<file path="config.mk">
export PLATFORM = sky130hd
export DESIGN_NAME = cpu_run_controller_flat
export DESIGN_NICKNAME = d
export VERILOG_FILES = /design/src/rtl/cpu_run_if.sv /design/src/rtl/cpu_run_controller.sv /design/src/flat_wrapper.sv
export SDC_FILE = /design/constraint.sdc
export NUM_CORES = 1
export LEC_CHECK = 0
export CAP_MARGIN = 10
export CORE_AREA = 2 2 186 188
export CTS_CLUSTER_SIZE = 40
export DETAILED_ROUTE_END_ITERATION = 7
export DIE_AREA = 0 0 188 190
export GPL_ROUTABILITY_DRIVEN = 0
export HOLD_SLACK_MARGIN = 0.06
export PLACE_DENSITY = 0.65
export RECOVER_POWER = 100
export SYNTH_ARGS = -nofsm -noshare
export SYNTH_HDL_FRONTEND = slang
export SYNTH_SLANG_ARGS = --single-unit
</file>
<file path="constraint.sdc">
create_clock -name clk -period 4.65 [get_ports clk]
set_input_delay 0.93 -clock clk [delete_from_list [all_inputs] [get_ports clk]]
set_output_delay 0.93 -clock clk [all_outputs]
set_load 0.01 [all_outputs]
</file>
<file path="src/rtl/cpu_run_if.sv">
// Host/memory-side signal bundle for the CPU run controller.
// The controller connects through the slave modport; the host/bench side uses master.
interface cpu_run_if #(
  parameter int IMEM_DEPTH = 128,
  parameter int DMEM_DEPTH = 128,
  parameter int CYCLE_W    = 32
);
  localparam int IMW = $clog2(IMEM_DEPTH + 1);
  localparam int DMW = $clog2(DMEM_DEPTH + 1);

  logic               start;
  logic [IMW-1:0]     imem_words;
  logic [DMW-1:0]     dmem_words;
  logic [CYCLE_W-1:0] run_cycles;

  logic               ld_valid;
  logic [63:0]        ld_data;
  logic               ld_ready;

  logic               dp_valid;
  logic [63:0]        dp_data;
  logic               dp_ready;

  logic               cpu_enable;
  logic [63:0]        addr_ext;
  logic               wen_ext;
  logic               ren_ext;
  logic [31:0]        wdata_ext;
  logic [63:0]        addr_ext_2;
  logic               wen_ext_2;
  logic               ren_ext_2;
  logic [63:0]        wdata_ext_2;
  logic [63:0]        rdata_ext_2;

  logic               busy;
  logic               done;

  modport master (
    output start, imem_words, dmem_words, run_cycles, ld_valid, ld_data, dp_ready, rdata_ext_2,
    input  ld_ready, dp_valid, dp_data, cpu_enable, addr_ext, wen_ext, ren_ext, wdata_ext,
           addr_ext_2, wen_ext_2, ren_ext_2, wdata_ext_2, busy, done
  );

  modport slave (
    input  start, imem_words, dmem_words, run_cycles, ld_valid, ld_data, dp_ready, rdata_ext_2,
    output ld_ready, dp_valid, dp_data, cpu_enable, addr_ext, wen_ext, ren_ext, wdata_ext,
           addr_ext_2, wen_ext_2, ren_ext_2, wdata_ext_2, busy, done
  );
endinterface

</file>
<file path="src/rtl/cpu_run_controller.sv">
// Load / run / dump sequencer around the CPU core's external memory ports.
//
// state    | meaning
// IDLE     | waiting for start after reset
// LOAD_I   | streaming words into instruction memory
// LOAD_D   | streaming words into data memory
// RUN      | core enabled, run-cycle down-counter active
// DUMP_RD  | issue data-memory read
// DUMP_CAP | capture read data into dump register
// DUMP_OUT | offer dump word until consumer accepts
// DONE     | sequence complete, waiting for next start
module cpu_run_controller #(
  parameter int IMEM_DEPTH = 128,
  parameter int DMEM_DEPTH = 128,
  parameter int CYCLE_W    = 32
) (
  input  logic     clk,
  input  logic     arst_n,
  cpu_run_if.slave bus
);
  localparam int IMW   = $clog2(IMEM_DEPTH + 1);
  localparam int DMW   = $clog2(DMEM_DEPTH + 1);
  localparam int IDX_W = (IMW > DMW) ? IMW : DMW;

  localparam logic [2:0] S_IDLE     = 3'd0;
  localparam logic [2:0] S_LOAD_I   = 3'd1;
  localparam logic [2:0] S_LOAD_D   = 3'd2;
  localparam logic [2:0] S_RUN      = 3'd3;
  localparam logic [2:0] S_DUMP_RD  = 3'd4;
  localparam logic [2:0] S_DUMP_CAP = 3'd5;
  localparam logic [2:0] S_DUMP_OUT = 3'd6;
  localparam logic [2:0] S_DONE     = 3'd7;

  localparam logic [IDX_W-1:0] ONE = IDX_W'(1);

  logic [2:0]         state, state_nxt;
  logic [IDX_W-1:0]   idx, imem_n, dmem_n, word_lim;
  logic [IDX_W-1:0]   imem_sat, dmem_sat;
  logic [CYCLE_W-1:0] run_cnt;
  logic [63:0]        dp_data_q;
  logic               cpu_en_q;
  logic               last_word;
  logic [2:0]         first_phase;

  assign imem_sat = (bus.imem_words > IMW'(IMEM_DEPTH)) ? IDX_W'(IMEM_DEPTH) : IDX_W'(bus.imem_words);
  assign dmem_sat = (bus.dmem_words > DMW'(DMEM_DEPTH)) ? IDX_W'(DMEM_DEPTH) : IDX_W'(bus.dmem_words);

  assign first_phase = (imem_sat != '0)       ? S_LOAD_I :
                       (dmem_sat != '0)       ? S_LOAD_D :
                       (bus.run_cycles != '0) ? S_RUN    : S_DONE;

  assign word_lim  = (state == S_LOAD_I) ? imem_n : dmem_n;
  assign last_word = (idx == word_lim - ONE);

  always_comb begin
    state_nxt = state;
    case (state)
      S_IDLE, S_DONE: if (bus.start) state_nxt = first_phase;
      S_LOAD_I: if (bus.ld_valid && last_word)
                  state_nxt = (dmem_n != '0) ? S_LOAD_D : (run_cnt != '0) ? S_RUN : S_DONE;
      S_LOAD_D: if (bus.ld_valid && last_word)
                  state_nxt = (run_cnt != '0) ? S_RUN : S_DUMP_RD;
      S_RUN: if (run_cnt == CYCLE_W'(1))
               state_nxt = (dmem_n != '0) ? S_DUMP_RD : S_DONE;
      S_DUMP_RD:  state_nxt = S_DUMP_CAP;
      S_DUMP_CAP: state_nxt = S_DUMP_OUT;
      S_DUMP_OUT: if (bus.dp_ready) state_nxt = last_word ? S_DONE : S_DUMP_RD;
      default:    state_nxt = S_IDLE;
    endcase
  end

  // cpu_enable comes straight from a flop so it cannot glitch on state decode
  always_ff @(posedge clk or negedge arst_n) begin
    if (!arst_n) begin
      state     <= S_IDLE;
      idx       <= '0;
      imem_n    <= '0;
      dmem_n    <= '0;
      run_cnt   <= '0;
      dp_data_q <= '0;
      cpu_en_q  <= 1'b0;
    end else begin
      state    <= state_nxt;
      cpu_en_q <= (state_nxt == S_RUN);
      case (state)
        S_IDLE, S_DONE: if (bus.start) begin
          imem_n  <= imem_sat;
          dmem_n  <= dmem_sat;
          run_cnt <= bus.run_cycles;
          idx     <= '0;
        end
        S_LOAD_I, S_LOAD_D: if (bus.ld_valid) idx <= last_word ? '0 : idx + ONE;
        S_RUN:      run_cnt <= run_cnt - CYCLE_W'(1);
        S_DUMP_CAP: dp_data_q <= bus.rdata_ext_2;
        S_DUMP_OUT: if (bus.dp_ready && !last_word) idx <= idx + ONE;
        default: ;
      endcase
    end
  end

  assign bus.ld_ready    = (state == S_LOAD_I) || (state == S_LOAD_D);
  assign bus.wen_ext     = (state == S_LOAD_I) && bus.ld_valid;
  assign bus.addr_ext    = bus.wen_ext ? (64'(idx) << 2) : 64'd0;
  assign bus.wdata_ext   = bus.wen_ext ? bus.ld_data[31:0] : 32'd0;
  assign bus.ren_ext     = 1'b0;
  assign bus.wen_ext_2   = (state == S_LOAD_D) && bus.ld_valid;
  assign bus.ren_ext_2   = (state == S_DUMP_RD);
  assign bus.addr_ext_2  = (bus.wen_ext_2 || bus.ren_ext_2) ? (64'(idx) << 3) : 64'd0;
  assign bus.wdata_ext_2 = bus.wen_ext_2 ? bus.ld_data : 64'd0;
  assign bus.cpu_enable  = cpu_en_q;
  assign bus.dp_valid    = (state == S_DUMP_OUT);
  assign bus.dp_data     = dp_data_q;
  assign bus.busy        = (state != S_IDLE) && (state != S_DONE);
  assign bus.done        = (state == S_DONE);
endmodule
</file>
<file path="src/flat_wrapper.sv">
// flat-port wrapper written by rule: the top's interface ports become plain ports
module cpu_run_controller_flat 
#(
  parameter int IMEM_DEPTH = 128,
  parameter int DMEM_DEPTH = 128,
  parameter int CYCLE_W    = 32
)
  (clk, arst_n, bus_start, bus_imem_words, bus_dmem_words, bus_run_cycles, bus_ld_valid, bus_ld_data, bus_dp_ready, bus_rdata_ext_2, bus_ld_ready, bus_dp_valid, bus_dp_data, bus_cpu_enable, bus_addr_ext, bus_wen_ext, bus_ren_ext, bus_wdata_ext, bus_addr_ext_2, bus_wen_ext_2, bus_ren_ext_2, bus_wdata_ext_2, bus_busy, bus_done);
  cpu_run_if #(.IMEM_DEPTH(IMEM_DEPTH), .DMEM_DEPTH(DMEM_DEPTH), .CYCLE_W(CYCLE_W)) bus_i ();
  input  logic clk;
  input  logic arst_n;
  input wire logic [$bits(bus_i.start)-1:0] bus_start;
  input wire logic [$bits(bus_i.imem_words)-1:0] bus_imem_words;
  input wire logic [$bits(bus_i.dmem_words)-1:0] bus_dmem_words;
  input wire logic [$bits(bus_i.run_cycles)-1:0] bus_run_cycles;
  input wire logic [$bits(bus_i.ld_valid)-1:0] bus_ld_valid;
  input wire logic [$bits(bus_i.ld_data)-1:0] bus_ld_data;
  input wire logic [$bits(bus_i.dp_ready)-1:0] bus_dp_ready;
  input wire logic [$bits(bus_i.rdata_ext_2)-1:0] bus_rdata_ext_2;
  output wire logic [$bits(bus_i.ld_ready)-1:0] bus_ld_ready;
  output wire logic [$bits(bus_i.dp_valid)-1:0] bus_dp_valid;
  output wire logic [$bits(bus_i.dp_data)-1:0] bus_dp_data;
  output wire logic [$bits(bus_i.cpu_enable)-1:0] bus_cpu_enable;
  output wire logic [$bits(bus_i.addr_ext)-1:0] bus_addr_ext;
  output wire logic [$bits(bus_i.wen_ext)-1:0] bus_wen_ext;
  output wire logic [$bits(bus_i.ren_ext)-1:0] bus_ren_ext;
  output wire logic [$bits(bus_i.wdata_ext)-1:0] bus_wdata_ext;
  output wire logic [$bits(bus_i.addr_ext_2)-1:0] bus_addr_ext_2;
  output wire logic [$bits(bus_i.wen_ext_2)-1:0] bus_wen_ext_2;
  output wire logic [$bits(bus_i.ren_ext_2)-1:0] bus_ren_ext_2;
  output wire logic [$bits(bus_i.wdata_ext_2)-1:0] bus_wdata_ext_2;
  output wire logic [$bits(bus_i.busy)-1:0] bus_busy;
  output wire logic [$bits(bus_i.done)-1:0] bus_done;
  assign bus_i.start = bus_start;
  assign bus_i.imem_words = bus_imem_words;
  assign bus_i.dmem_words = bus_dmem_words;
  assign bus_i.run_cycles = bus_run_cycles;
  assign bus_i.ld_valid = bus_ld_valid;
  assign bus_i.ld_data = bus_ld_data;
  assign bus_i.dp_ready = bus_dp_ready;
  assign bus_i.rdata_ext_2 = bus_rdata_ext_2;
  assign bus_ld_ready = bus_i.ld_ready;
  assign bus_dp_valid = bus_i.dp_valid;
  assign bus_dp_data = bus_i.dp_data;
  assign bus_cpu_enable = bus_i.cpu_enable;
  assign bus_addr_ext = bus_i.addr_ext;
  assign bus_wen_ext = bus_i.wen_ext;
  assign bus_ren_ext = bus_i.ren_ext;
  assign bus_wdata_ext = bus_i.wdata_ext;
  assign bus_addr_ext_2 = bus_i.addr_ext_2;
  assign bus_wen_ext_2 = bus_i.wen_ext_2;
  assign bus_ren_ext_2 = bus_i.ren_ext_2;
  assign bus_wdata_ext_2 = bus_i.wdata_ext_2;
  assign bus_busy = bus_i.busy;
  assign bus_done = bus_i.done;
  cpu_run_controller #(.IMEM_DEPTH(IMEM_DEPTH), .DMEM_DEPTH(DMEM_DEPTH), .CYCLE_W(CYCLE_W)) u_core (.clk(clk), .arst_n(arst_n), .bus(bus_i));
endmodule
</file>
======== After elaboration in Yosys (flattened, before gate mapping) ========
Cells that the tools add are included.
storage, ports and cells
  output and inout port bits .............. 297
  flip-flop bits (word level) ............. 124
operators by class
  $add $sub $neg .......................... 3
  multiplexer cells ....................... 28
  equality and inequality tests ........... 14
  order comparisons ....................... 2
  reduce and logical (&&, ||, !) cells .... 22
operators with widths
  cell                     count
  $mux W32                 2
  $mux W64                 1
  $pmux W32 S2             1
  $reduce_bool A32 Y1      2
  $mux W8                  7
  $mux W3                  11
  $eq A32 B1 Y1 const B    1
  $sub A32 B1 Y32 const B  1
  $pmux W8 S3              1
  $reduce_bool A8 Y1       3
  $pmux W3 S7              1
  $gt A8 B8 Y1 const B     2
  $eq A3 B3 Y1 const B     4
  $mux W11                 1
  $mux W10                 1
  $eq A3 B2 Y1 const B     3
  $add A8 B1 Y8 const B    1
  $eq A8 B8 Y1             1
  $sub A8 B1 Y8 const B    1
  $reduce_bool A3 Y1       2
  $logic_and A1 B1 Y1      5
  $mux W2                  2
  $ne A2 B2 Y1 const B     2
  $reduce_and A2 Y1        2
  other kinds (9)          11

======== Longest topological paths before layout ========
  depth after elaboration ................. 8
  mapped depth ............................ 15
  gate-level depth less buffers ........... 10

======== Worst setup path after synthesis ========
OpenSTA, ideal clock, no wires.
  path type ............................... flip-flop to flip-flop
  start ................................... reg u_core.state[0]
  end ..................................... reg u_core.cpu_en_q, in the netlist u_core.bus.cpu_enable
  cell stages (with the launch flop) ...... 16
  data required time ...................... 4.554 ns
  slack ................................... 1.167 ns
  arrival ................................. 3.387 ns
  clock period less this slack ............ 3.483 ns
  path buffers ............................ 5
  cells stage by stage .................... dfrtp_1 buf_2 nor3b_1 buf_2 buf_2 clkbuf_1 mux2i_1 ha_1 xnor2_1 xnor2_1 nand4_1 or4_1 clkbuf_2 or2_4 o221a_1 a311oi_2
between the ends
  cells in the longest elaborated chain, start to end .. 8
  elaborated cells on any way between the ends .. 21
RTL lines
  element                                                line                                                                          text
  start: declaration                                     cpu_run_controller.sv:36                                                      logic [2:0] state, state_nxt;
  start signal: assignment                               cpu_run_controller.sv:83                                                      state <= state_nxt;
  $eq A3 B1 Y1                                           cpu_run_controller.sv:52, cpu_run_controller.sv:57
  $mux W8                                                cpu_run_controller.sv:52                                                      assign word_lim = (state == S_LOAD_I) ? imem_n : dmem_n;
  $sub A8 B1 Y8                                          cpu_run_controller.sv:53                                                      assign last_word = (idx == word_lim - ONE);
  $eq A8 B8 Y1                                           cpu_run_controller.sv:53
  $mux W2 / $logic_and A1 B1 Y1 (equally long branches)  cpu_run_controller.sv:67, cpu_run_controller.sv:59, cpu_run_controller.sv:61
  $mux W3 (on tied branches)                             cpu_run_controller.sv:67, cpu_run_controller.sv:59, cpu_run_controller.sv:61
  $pmux W3 S7 (*)                                        cpu_run_controller.sv:57                                                      case (state)
  $eq A3 B2 Y1 (*)                                       cpu_run_controller.sv:84                                                      cpu_en_q <= (state_nxt == S_RUN);
  end signal: assignment                                 cpu_run_controller.sv:84
  end: declaration                                       cpu_run_controller.sv:41                                                      logic cpu_en_q;
Mark *: on every way between the ends. The rest lies on a longest branch, timed or not.
A chain may end at the register's enable or synchronous reset.

======== Worst setup path in the final report ========
  start ................................... in bus_ld_valid
  end ..................................... out bus_wdata_ext_2[51]
between the ends
  cells in the longest elaborated chain, start to end .. 2
RTL lines
  element              line                       text
  start: declaration   flat_wrapper.sv:16         input wire logic [$bits(bus_i.ld_valid)-1:0] bus_ld_valid;
  $logic_and A1 B1 Y1  cpu_run_controller.sv:106  assign bus.wen_ext_2 = (state == S_LOAD_D) && bus.ld_valid;
  $mux W64             cpu_run_controller.sv:109  assign bus.wdata_ext_2 = bus.wen_ext_2 ? bus.ld_data : 64'd0;
  end: declaration     flat_wrapper.sv:31         output wire logic [$bits(bus_i.wdata_ext_2)-1:0] bus_wdata_ext_2;
Every way passes these cells.

==> impl_metrics.csv <==
group,metric,value,unit
worst_setup_path,critical-path-top-cell-by-count,"dlygate4sd3_1",
routing,routed_wl,28.2,mm
sta,rsz0062_at_grt,"false",
sta,min_period,4210,ps
routing,drt_first_pass_iters,5,
worst_setup_path,cp_slowest_cell,"dlygate4sd3_1",
logic_synthesis,yosys-top-cells-count,"dfrtp_1, buf_4, and2_1",
logic_synthesis,avgSynthCellArea,9.21,um2
grt,track_usage,0.152,
logic_synthesis,synth_top_area_cell,"dfrtp_1",
clocking,cts_root_buf,"clkbuf_16",
logic_synthesis,synth_ff_type,"dfrtp_1",
pwr,finalPower,6.46,mW
status,outcome,"finished, violations left",
final_layout,stdcell_area,0.0122,mm2
logic_synthesis,synthCells,855,
final_layout,drive_gt1_frac,0.0963,
routing,dr.first_iter.drc_count,372,
logic_synthesis,synth_cell_types,62,
logic_synthesis,async_flop_share,1.00,
pwr,power_density,531,mW/mm2
worst_setup_path,cp_max_fo,61,
final_layout,multi_input_area,0.00410,mm2
routing,postRouteAntennaNets,0,
logic_synthesis,yosys_warnings,0,
final_layout,fin_cells,1673,
logic_synthesis,syn_area,0.00787,mm2
worst_setup_path,crit_buf_inv,3,
clocking,cts_resized,0,
die,std_cell_rows,68,
die,die-area,0.0357,mm2
logic_synthesis,yosysMostFrequentCell,"dfrtp_1",
sta,slew_headroom,-0.216,
place,place_area,0.0116,mm2
logic_synthesis,synth_edf_count,0,
place,io_buffers,364,
worst_setup_path,worst_ep_required_time,3720,ps
pwr,leakagePower,5.36,nW
routing,drc,0,
final_layout,syn_to_final_growth,54.6,%
die,die_y,190,um
grt,gr-total-overflow,0,
final_layout,fill_cells,3404,
logic_synthesis,yosys_register_bits,124,
sta,final.period_utilization,0.905,
die,core,0.0339,mm2
sta,setup_viol,0,
worst_setup_path,worst_setup_path_end_kind,"output port",
clocking,clk_pin_slew,60,ps
clocking,worstSkewPairLatency,420,ps
clocking,clock_sinks,124,
worst_setup_path,critical_path_class,"in -> out",
die,die_w,188,um
sta,setup-tns-final,0,ps
final_layout,register_area,0.00310,mm2
clocking,cts_buffers,17,
clocking,tritoncts,"yes",
clocking,cts_setup_buffers,0,
routing,vias,7377,
status,violations,"max-capacitance violations, max-slew violations",
sta,tightest_slew,1820,ps
final_layout,final_nets,1388,
worst_setup_path,cp.arrival,3280,ps
logic_synthesis,ys_seq_area_frac,0.394,
flow_run,maxCapViolCount,2,
worst_setup_path,r2r-start,"u_core.state[0]",
routing,avgViaCountPerCell,4.41,
grt,grt_pass1_wl,41.8,mm
place,hpwl,22.3,mm
grt,antenna_found_initial,3,
min_path,hold_class,"reg -> reg",
pwr,irDropWorstVdd,0.275,mV
grt,grt_max_degree,62,
die,io_pins,478,
die,initial_core_util,0.232,
sta,finalHoldViolations,0,
place,place_inst,1639,
grt,grt_pass1_vias,7076,
routing,wl_per_cell,16.8,um
worst_setup_path,path_delay_family,"buffers and inverters",
clocking,h-tree-depth,4,
worst_setup_path,cpPeakStageDelay,620,ps
sta,slew_violations,71,
worst_setup_path,cp_cell_sequence,"dlygate4sd3_1, nand2b_1, nor2_1, buf_12, and2_1, dlygate4sd3_1",
final_layout,fin_util,0.359,
min_path,min_from,"u_core.run_cnt[28]",
worst_setup_path,crit_path_start_kind,"input port",
logic_synthesis,synthTopCellsByArea,"dfrtp_1, buf_4, mux2_2",
sta,clock_skew,16.4,ps
sta,max_freq,238,MHz
clocking,holdBufCountCts,0,
clocking,cts_buffer_depth,2,
logic_synthesis,yosysTopAreaCellShare,0.394,
worst_setup_path,crit_start,"bus_ld_valid",
==> routing by layer <==
metal,part of all wire,wire [um],vias up,global-route usage
li1,-,-,3499,-
met1,0.40,11300,3564,0.177
met2,0.53,14900,295,0.280
met3,0.059,1660,19,0.0356
met4,0.0087,246,0,0.0351
met5,0,0,-,0
==> state kept, by name, indices dropped and copies added (netlist names) <==
signal                 cells
u_core.dmem_n              8
u_core.state               3
u_core.bus.cpu_enable      1
u_core.bus.dp_data        64
u_core.idx                 8
u_core.run_cnt            32
u_core.imem_n              8
==> layout by cell type (no fill, tap or decap), drive strengths merged, types with 18 or more instances in the layout <==
cell,n
and2,67
o21ai,43
nor2,40
a21oi,22
nor3,18
nand2,64
clkdlybuf4s50,185
nand3,21
inv,18
clkbuf,26
conb,113
dlygate4sd3,175
dfrtp,124
and3,40
nor4,19
nand2b,21
mux2,64
==> where the power goes <==
part / internal, mW / switching (mW) / total, mW
combinational: 1.54 / 1.46 / 3.00
sequential: 1.61 / 0.461 / 2.07
clock: 0.866 / 0.521 / 1.39
total: 4.02 / 2.44 / 6.46
==> layout make-up <==
| cell class | instances | area share |
|---|---|---|
| Multi-Input combinational cell | 668 | 0.337 |
| Timing Repair Buffer | 374 | 0.306 |
| Sequential cell | 124 | 0.255 |
| Tap cell | 455 | 0.0468 |
| Clock buffer | 20 | 0.0375 |
| Clock inverter | 11 | 0.0118 |
| Inverter | 18 | 0.00555 |
| Antenna cell | 3 | 0.000617 |
==> metrics by stage <==
step                      hold WS [ps]  worst slack [ps]
after floorplan                    450              1170
after global placement             480               711
after detailed placement           481               748
after CTS                          454               639
after global routing               511               271
final                              495               442
==> path summary, 6_finish.rpt <==
path	endpoint	slack [ps]	cells past startpoint
setup / recovery	bus_wdata_ext_2[51]	440	6
hold / removal	u_core.run_cnt[28]	500	1
setup reg to reg	u_core.idx[5]	620	11
hold reg to reg	u_core.run_cnt[28]	500	1
max in group asynchronous	u_core.bus.dp_data[30]	1600	2
min in group asynchronous	u_core.bus.dp_data[47]	990	1
==> worst reg2reg max path, cell delays in order, from the launching register on <==
cell	delay [ps]
dfrtp_1	660
nor3b_1	260
buf_4	230
mux2i_1	330
ha_1	300
xnor2_1	160
xnor2_1	130
nand4_1	90
or4_1	630
o32ai_1	910
nand2_1	120
o211ai_1	130
==> logic make-up (layout without fill, tap and decap cells) <==
logic type               after synthesis  count (layout)  share of synthesized area
AO/OA/AOI/OAI                        128             128                      0.112
XOR/XNOR                              11              11                     0.0122
adder cells (fa/ha/maj)                4               4                    0.00636
buffers and inverters                175             423                      0.138
flip-flops                           124             124                      0.394
multiplexers                          71              71                      0.100
other                                  1             116                   0.000476
AND/OR/NAND/NOR                      341             341                      0.237
Note: power is estimated with default switching activity, not from simulation.
